**config.mk**
```make
export PLATFORM = sky130hd
export DESIGN_NAME = sample_stream_fifo
export DESIGN_NICKNAME = d
export VERILOG_FILES = /design/src/rtl/sample_stream_fifo.sv
export SDC_FILE = /design/constraint.sdc
export NUM_CORES = 1
export LEC_CHECK = 0
export ABC_CLOCK_PERIOD_IN_PS = 3700
export BUFFER_PORTS_ARGS = -buffer_cell sky130_fd_sc_hd__buf_2
export CAP_MARGIN = 20
export CELL_PAD_IN_SITES_DETAIL_PLACEMENT = 1
export CELL_PAD_IN_SITES_GLOBAL_PLACEMENT = 1
export CORE_MARGIN = 2
export CORE_UTILIZATION = 27
export DETAILED_ROUTE_END_ITERATION = 6
export PLACE_DENSITY_LB_ADDON = 0.1
export SYNTH_ARGS = -nofsm -noshare
export SYNTH_HDL_FRONTEND = slang
export SYNTH_SLANG_ARGS = --single-unit
export TNS_END_PERCENT = 1
```
**constraint.sdc**
```tcl
create_clock -name clk -period 3.7 [get_ports clk]
set_input_delay 0.185 -clock clk [delete_from_list [all_inputs] [get_ports clk]]
set_output_delay 0.185 -clock clk [all_outputs]
set_load 0.02 [all_outputs]
```
**src/rtl/sample_stream_fifo.sv**
```systemverilog
// sample_stream_fifo: single-clock valid/ready stream FIFO with level output.
// The producer sees stream_in_ready and the consumer sees stream_out_valid.
// Both are decoded from registered state and flush only, so there is no path
// from stream_out_ready to stream_in_ready.
// Optional statistics counters are enabled by defining SAMPLE_STREAM_STATS_EN.
module sample_stream_fifo #(
  parameter int unsigned DATA_WIDTH = 8,
  parameter int unsigned DEPTH      = 4
) (
  input  logic                         clk,
  input  logic                         reset_n,
  input  logic                         flush,
  input  logic                         stream_in_valid,
  output logic                         stream_in_ready,
  input  logic [DATA_WIDTH-1:0]        stream_in_data,
  output logic                         stream_out_valid,
  input  logic                         stream_out_ready,
  output logic [DATA_WIDTH-1:0]        stream_out_data,
  output logic [$clog2(DEPTH+1)-1:0]   level
`ifdef SAMPLE_STREAM_STATS_EN
  ,
  output logic [15:0]                  push_count,
  output logic [15:0]                  pop_count,
  output logic [15:0]                  stall_count
`endif
);

  localparam int unsigned PTR_W = (DEPTH > 1) ? $clog2(DEPTH) : 1;
  localparam int unsigned LVL_W = $clog2(DEPTH + 1);

  logic [PTR_W-1:0]      wr_ptr_q, wr_ptr_d;
  logic [PTR_W-1:0]      rd_ptr_q, rd_ptr_d;
  logic [LVL_W-1:0]      level_q, level_d;
  logic                  run_q, run_d;
  logic [DATA_WIDTH-1:0] mem_q [DEPTH];
  logic [DATA_WIDTH-1:0] mem_d [DEPTH];
  logic                  push, pop;

  // Handshake decode; run_q keeps ready low until the first edge after reset.
  always_comb begin
    stream_in_ready  = run_q && (level_q < LVL_W'(DEPTH)) && !flush;
    stream_out_valid = (level_q != '0) && !flush;
    stream_out_data  = mem_q[rd_ptr_q];
    level            = level_q;
    push             = stream_in_valid && stream_in_ready;
    pop              = stream_out_valid && stream_out_ready;
  end

  // Pointer, level and run-flag next state; flush returns to empty.
  always_comb begin
    wr_ptr_d = wr_ptr_q;
    rd_ptr_d = rd_ptr_q;
    level_d  = level_q;
    run_d    = 1'b1;
    if (flush) begin
      wr_ptr_d = '0;
      rd_ptr_d = '0;
      level_d  = '0;
    end else begin
      if (push) wr_ptr_d = wr_ptr_q + PTR_W'(1);
      if (pop)  rd_ptr_d = rd_ptr_q + PTR_W'(1);
      if (push && !pop)      level_d = level_q + LVL_W'(1);
      else if (pop && !push) level_d = level_q - LVL_W'(1);
    end
  end

  // Control state registers.
  always_ff @(posedge clk or negedge reset_n) begin
    if (!reset_n) begin
      wr_ptr_q <= '0;
      rd_ptr_q <= '0;
      level_q  <= '0;
      run_q    <= 1'b0;
    end else begin
      wr_ptr_q <= wr_ptr_d;
      rd_ptr_q <= rd_ptr_d;
      level_q  <= level_d;
      run_q    <= run_d;
    end
  end

  // Storage write; contents are never cleared.
  always_comb begin
    mem_d = mem_q;
    if (push) mem_d[wr_ptr_q] = stream_in_data;
  end

  // Storage array, no reset needed since level gates every read.
  always_ff @(posedge clk) begin
    mem_q <= mem_d;
  end

`ifdef SAMPLE_STREAM_STATS_EN
  logic [15:0] push_cnt_q, push_cnt_d;
  logic [15:0] pop_cnt_q, pop_cnt_d;
  logic [15:0] stall_cnt_q, stall_cnt_d;

  // Statistics next state: wrapping handshake counts, saturating stall count.
  always_comb begin
    push_cnt_d  = push_cnt_q;
    pop_cnt_d   = pop_cnt_q;
    stall_cnt_d = stall_cnt_q;
    if (push) push_cnt_d = push_cnt_q + 16'd1;
    if (pop)  pop_cnt_d  = pop_cnt_q + 16'd1;
    if (stream_in_valid && !stream_in_ready && (stall_cnt_q != 16'hFFFF))
      stall_cnt_d = stall_cnt_q + 16'd1;
  end

  // Statistics registers; cleared by reset only.
  always_ff @(posedge clk or negedge reset_n) begin
    if (!reset_n) begin
      push_cnt_q  <= '0;
      pop_cnt_q   <= '0;
      stall_cnt_q <= '0;
    end else begin
      push_cnt_q  <= push_cnt_d;
      pop_cnt_q   <= pop_cnt_d;
      stall_cnt_q <= stall_cnt_d;
    end
  end

  assign push_count  = push_cnt_q;
  assign pop_count   = pop_cnt_q;
  assign stall_count = stall_cnt_q;
`endif

endmodule
```
# == Yosys cells after proc, flatten, opt, wreduce, memory -nomap -nowiden ==
# Index checks and enable logic that the tools add are counted.
# totals
regBits,40
inputBits,13
out_inout_bits,13
# op_classes
n_addsub,4
magnitude_cmp,4
muxes,13
bitwise,2
reduce_logical,15
# ops
op,count
32-bit bitwise mux,1
8-bit 2-to-1 mux,3
8-bit binary-select mux with 2-bit select,1
8-bit demux with 2-bit select,1
3-bit 2-to-1 mux,3
1-bit logical AND,8
2-bit 2-to-1 mux,4
"3-bit >= comparator, second input constant",2
2-bit NOT with 3-bit output,2
3-bit nonzero test,2
"2-bit by 1-bit adder with 2-bit output, second input constant",2
2-bit nonzero test,2
"3-bit by 1-bit adder with 3-bit output, second input constant",1
1-bit logical NOT,3
"3-bit by 1-bit < comparator with 1-bit output, second input constant",1
"3-bit < comparator, second input constant",1
"3-bit by 1-bit subtractor with 3-bit output, second input constant",1

# == Longest topological paths before layout ==
# depth
depth_word,9
ltp_mapped,7
ltp_nobuf,6

# == Least setup slack after synthesis ==
# No wires, ideal clock.
# synth_timing
path_kind,reg2reg
from,"register level_q[1], in the netlist level[1]"
to,"register level_q[1], in the netlist level[1]"
setup_time_ns,0.080
arrival_ns,2.025
required_time_ns,3.620
setup_slack_ns,1.595
path_stages_with_launch,7
path_buffers,1
path_cell_list,dfrtp_1 or3_1 buf_6 a21oi_1 fa_1 a2111o_1 o211ai_2
# synth_via
elab_chain_cells,7
# synth_rtl
element,line_no,text
start: declaration,33,"logic [LVL_W-1:0] level_q, level_d;"
start signal: assignment,77,level_q <= level_d;
3-bit < comparator / 3-bit nonzero test (equally long branches),"41, 42",
1-bit logical AND (on tied branches),"41, 42",
1-bit logical AND (on tied branches),"41, 46",
1-bit logical AND / 1-bit logical NOT (equally long branches),"45, 62",
1-bit logical AND / 1-bit logical NOT (equally long branches),"62, 63",
3-bit 2-to-1 mux / 1-bit logical AND (equally long branches),"62, 63",
3-bit 2-to-1 mux / 3-bit nonzero test (equally long branches),n/a,
# Several ways; a longest one is shown, not always the timed one. The select of a mux whose other input is x is not followed.
# A chain may end at the register's enable or synchronous reset.

# == Worst setup path in the final report ==
# Same ends and word-level chain as after synthesis.

==> run_results.csv <==
group,metric,value,unit
synthesis,synthMuxAreaShare,12.3,%
synthesis,yosysUniqueCellTypes,34,
timing,finalSetupTns,0,ns
synthesis,yosysWarningCount,0,
synthesis,post-synth-top-area-cell,"edfxtp_1",
timing,hold_viol,0,
timing,maxSlewHeadroom,56.9,%
die,die_x,83.7,µm
clocking,postCtsSetupRepairBufs,0,
grt,grt_pass1_vias,986,
synthesis,synthAdderAreaFrac,4.08,%
outcome,status,"complete, no violations",
worst_hold_path,hold_start,"stream_in_data[2]",
clocking,htreeDepth,2,
drt,drt_pass1_iterations,3,
clocking,cts-resized-gates,0,
clocking,clk_path_buf_depth,2,
clocking,cts_tree,"yes",
synthesis,postSynthAreaPerCell,17.2,µm²
synthesis,synth_top_family_by_area,"multiplexers",
critical_path,ff2ff_path_depth,5,
grt,track_usage,9.88,%
grt,grt_max_degree,15,
die,die-area,7010,µm²
clocking,clk_latency,0.29,ns
critical_path,crit_slowest_cell,"or3_1",
timing,rsz0062_at_grt,"false",
timing,worst_slack,1.58,ns
place,post-dp-hpwl,2170,µm
grt,antenna_found_initial,0,
critical_path,reg2reg_to,"level[1]$_DFFE_PN0P_",
power_and_ir_drop,powerDensity,523,nW/µm²
power_and_ir_drop,p_leak,0.761,nW
grt,overflow,0,
critical_path,setup.worst_path.class,"reg -> reg",
critical_path,r2r_start,"level[1]$_DFFE_PN0P_",
grt,grt_pass1_wl,5120,µm
synthesis,synth_nets,118,
clocking,cts_root_buf,"clkbuf_8",
drt,drt_iter0_markers,31,
critical_path,critical-path-max-stage-delay,0.50,ns
synthesis,synth-simple-area-share,8.75,%
clocking,clkSlewWorstSetupHoldPaths,0.07,ns
die,pin_count,26,
worst_hold_path,whs_endpoint,"mem_q[18]$_DFFE_PP_",
synthesis,yosys.area.top_type_share,56.0,%
critical_path,crit_required,3.91,ns
clocking,numClockSinks,40,
worst_hold_path,hold_path_class,"in -> reg",
critical_path,r2r_slack,1.58,ns
critical_path,crit_chain,"or3_1 > a21oi_1 > fa_1 > a2111o_1 > o211ai_2",
place,dp.cells,197,
layout,diodes,0,
layout,drive_gt1_share,33.6,%
clocking,cts_buffers,5,
layout,final_cells,205,
synthesis,synth-compound-area-share,3.79,%
drt,ant_nets,0,
job,max_cap_viol_count,0,
synthesis,syn_inst,100,
critical_path,start_kind,"flip-flop",
timing,period_needed,2.12,ns
critical_path,critPathArrivalTime,2.34,ns
place,post-place-ws,1.59,ns
power_and_ir_drop,irDropWorstVdd,0.232,mV
drt,drc_errors,0,
layout,syn2layout_area_growth,19.6,%
synthesis,synth_seq_cells,40,
critical_path,endpoint_kind,"flip-flop",
die,die_y,83.7,µm
timing,tightest_slew,0.646,ns
drt,vias,911,
critical_path,crit_fanout,8,
die,start_util,27.5,%
worst_hold_path,hold_depth,1,
timing,max_freq,471,MHz
drt,drt-total-wl,3180,µm
place,place_congestion,0.788,
drt,vias_per_cell,4.44,
place,io_buffers,25,
timing,period_share,57.4,%
synthesis,synthXorXnorAreaFrac,0.510,%
timing,setup_violations,0,
die,rows,29,
die,core,6240,µm²
synthesis,seq_area_frac_synth,67.6,%
layout,post-route-util,32.9,%
synthesis,ys_top_cells_by_area,"edfxtp_1 56%, dfrtp_1 12%, mux4_2 10%, ha_1 2.9%, and2_1 1.5%",
synthesis,synth_area,1720,µm²
layout,fill_cells,662,
timing,skew,0.00281,ns
timing,slew_violations,0,
drt,wl_per_cell,15.5,µm
layout,nNetsFinal,146,
==> flip-flops by register name, summed over array words and instances, names as in the netlist <==
register / flops
rd_ptr_q: 2
mem_q: 32
level: 3
run_q: 1
wr_ptr_q: 2
==> Yosys cell counts <==
cell type,n
nand4bb_1,1
a31oi_1,1
a2111o_1,1
mux2_1,1
nor2b_1,3
and2_1,4
nor4bb_1,1
nand2b_1,2
xnor2_1,1
fa_1,1
nand3b_1,2
o21ai_0,1
ha_1,4
mux4_2,8
o31ai_1,1
nand2_1,3
buf_6,1
a21oi_1,1
dfrtp_1,8
nor2_1,2
a211o_2,1
or3_1,2
conb_1,1
inv_1,4
nand4_1,1
nand3_1,1
o211ai_2,1
clkbuf_1,4
edfxtp_1,32
buf_2,1
mux2i_1,2
or2b_1,1
o211ai_1,1
nor3b_1,1
==> stage by stage <==
step	cell area (µm²)	power, mW	hold slack, ns
global route	2050	1.12	0.106
finish	2050	1.07	0.112
global placement	1910	0.673	0.0508
detailed placement	1910	0.676	0.0540
CTS	2050	1.09	0.103
floorplan	1720	0.633	-0.111
==> routing by layer <==
metal	part of all wire [%]	track usage, %	up-vias
met3	3.4	2.67	5
met1	44	11.2	456
met2	51	16.9	20
li1	-	-	430
met5	0	0	-
met4	1.7	5.28	0
==> critical path: cells and delay by family (launching register included) <==
family                   cells  cell delay (ns)
flip-flops                   1             0.41
adder cells (fa/ha/maj)      1             0.46
AND/OR/NAND/NOR              1             0.50
AO/OA/AOI/OAI                3             0.69
==> where the power goes <==
| part | internal [mW] | total (mW) | switching, mW |
|---|---|---|---|
| sequential | 0.501 | 0.523 | 0.0223 |
| clock | 0.265 | 0.411 | 0.145 |
| combinational | 0.0632 | 0.139 | 0.0757 |
==> logic make-up after synthesis <==
kind of cell    after synthesis
other cells                   1
xor+xnor                      1
compound gates                8
flops                        40
mux                          11
simple gates                 24
buf+inv                      10
fa+ha+maj                     5
==> how the worst max path moves through the flow <==
stage | depth (start not counted) | start | slack, ns | endpoint
finish | 5 | level[1]$_DFFE_PN0P_ | 1.58 | level[1]$_DFFE_PN0P_
global route | 5 | level[1]$_DFFE_PN0P_ | 1.44 | level[1]$_DFFE_PN0P_
CTS | 5 | level[1]$_DFFE_PN0P_ | 1.56 | level[1]$_DFFE_PN0P_
detailed placement | 5 | level[1]$_DFFE_PN0P_ | 1.59 | level[1]$_DFFE_PN0P_
global placement | 5 | level[1]$_DFFE_PN0P_ | 1.63 | level[1]$_DFFE_PN0P_
floorplan | 6 | level[1]$_DFFE_PN0P_ | 1.60 | level[1]$_DFFE_PN0P_
==> final cells by class <==
cell class | count | area (µm²) | area share, %
Timing Repair Buffer | 27 | 143 | 6.95
Multi-Input combinational cell | 50 | 509 | 24.8
Clock inverter | 2 | 60.1 | 2.93
Clock buffer | 5 | 68.8 | 3.35
Tap cell | 77 | 96.3 | 4.69
Sequential cell | 40 | 1160 | 56.6
Inverter | 4 | 15.0 | 0.731
==> cell usage in the layout, fill, tap and decap left out, drive strengths merged, types with 3 or more instances in the layout <==
cell    Yosys  routed
nand2       3       3
edfxtp     32      32
nor2b       3       3
clkbuf      4       5
dfrtp       8       8
inv         4       4
and2        4       4
mux4        8       8
buf         2      26
ha          4       4
==> what timing repair did <==
action | 4_1_cts | 5_1_grt
endpoints found under the setup margin | 0 | 0
hold endpoints to repair | 8 | 0
hold buffers | 1 | 0
Note: power is estimated with default switching activity, not from simulation.
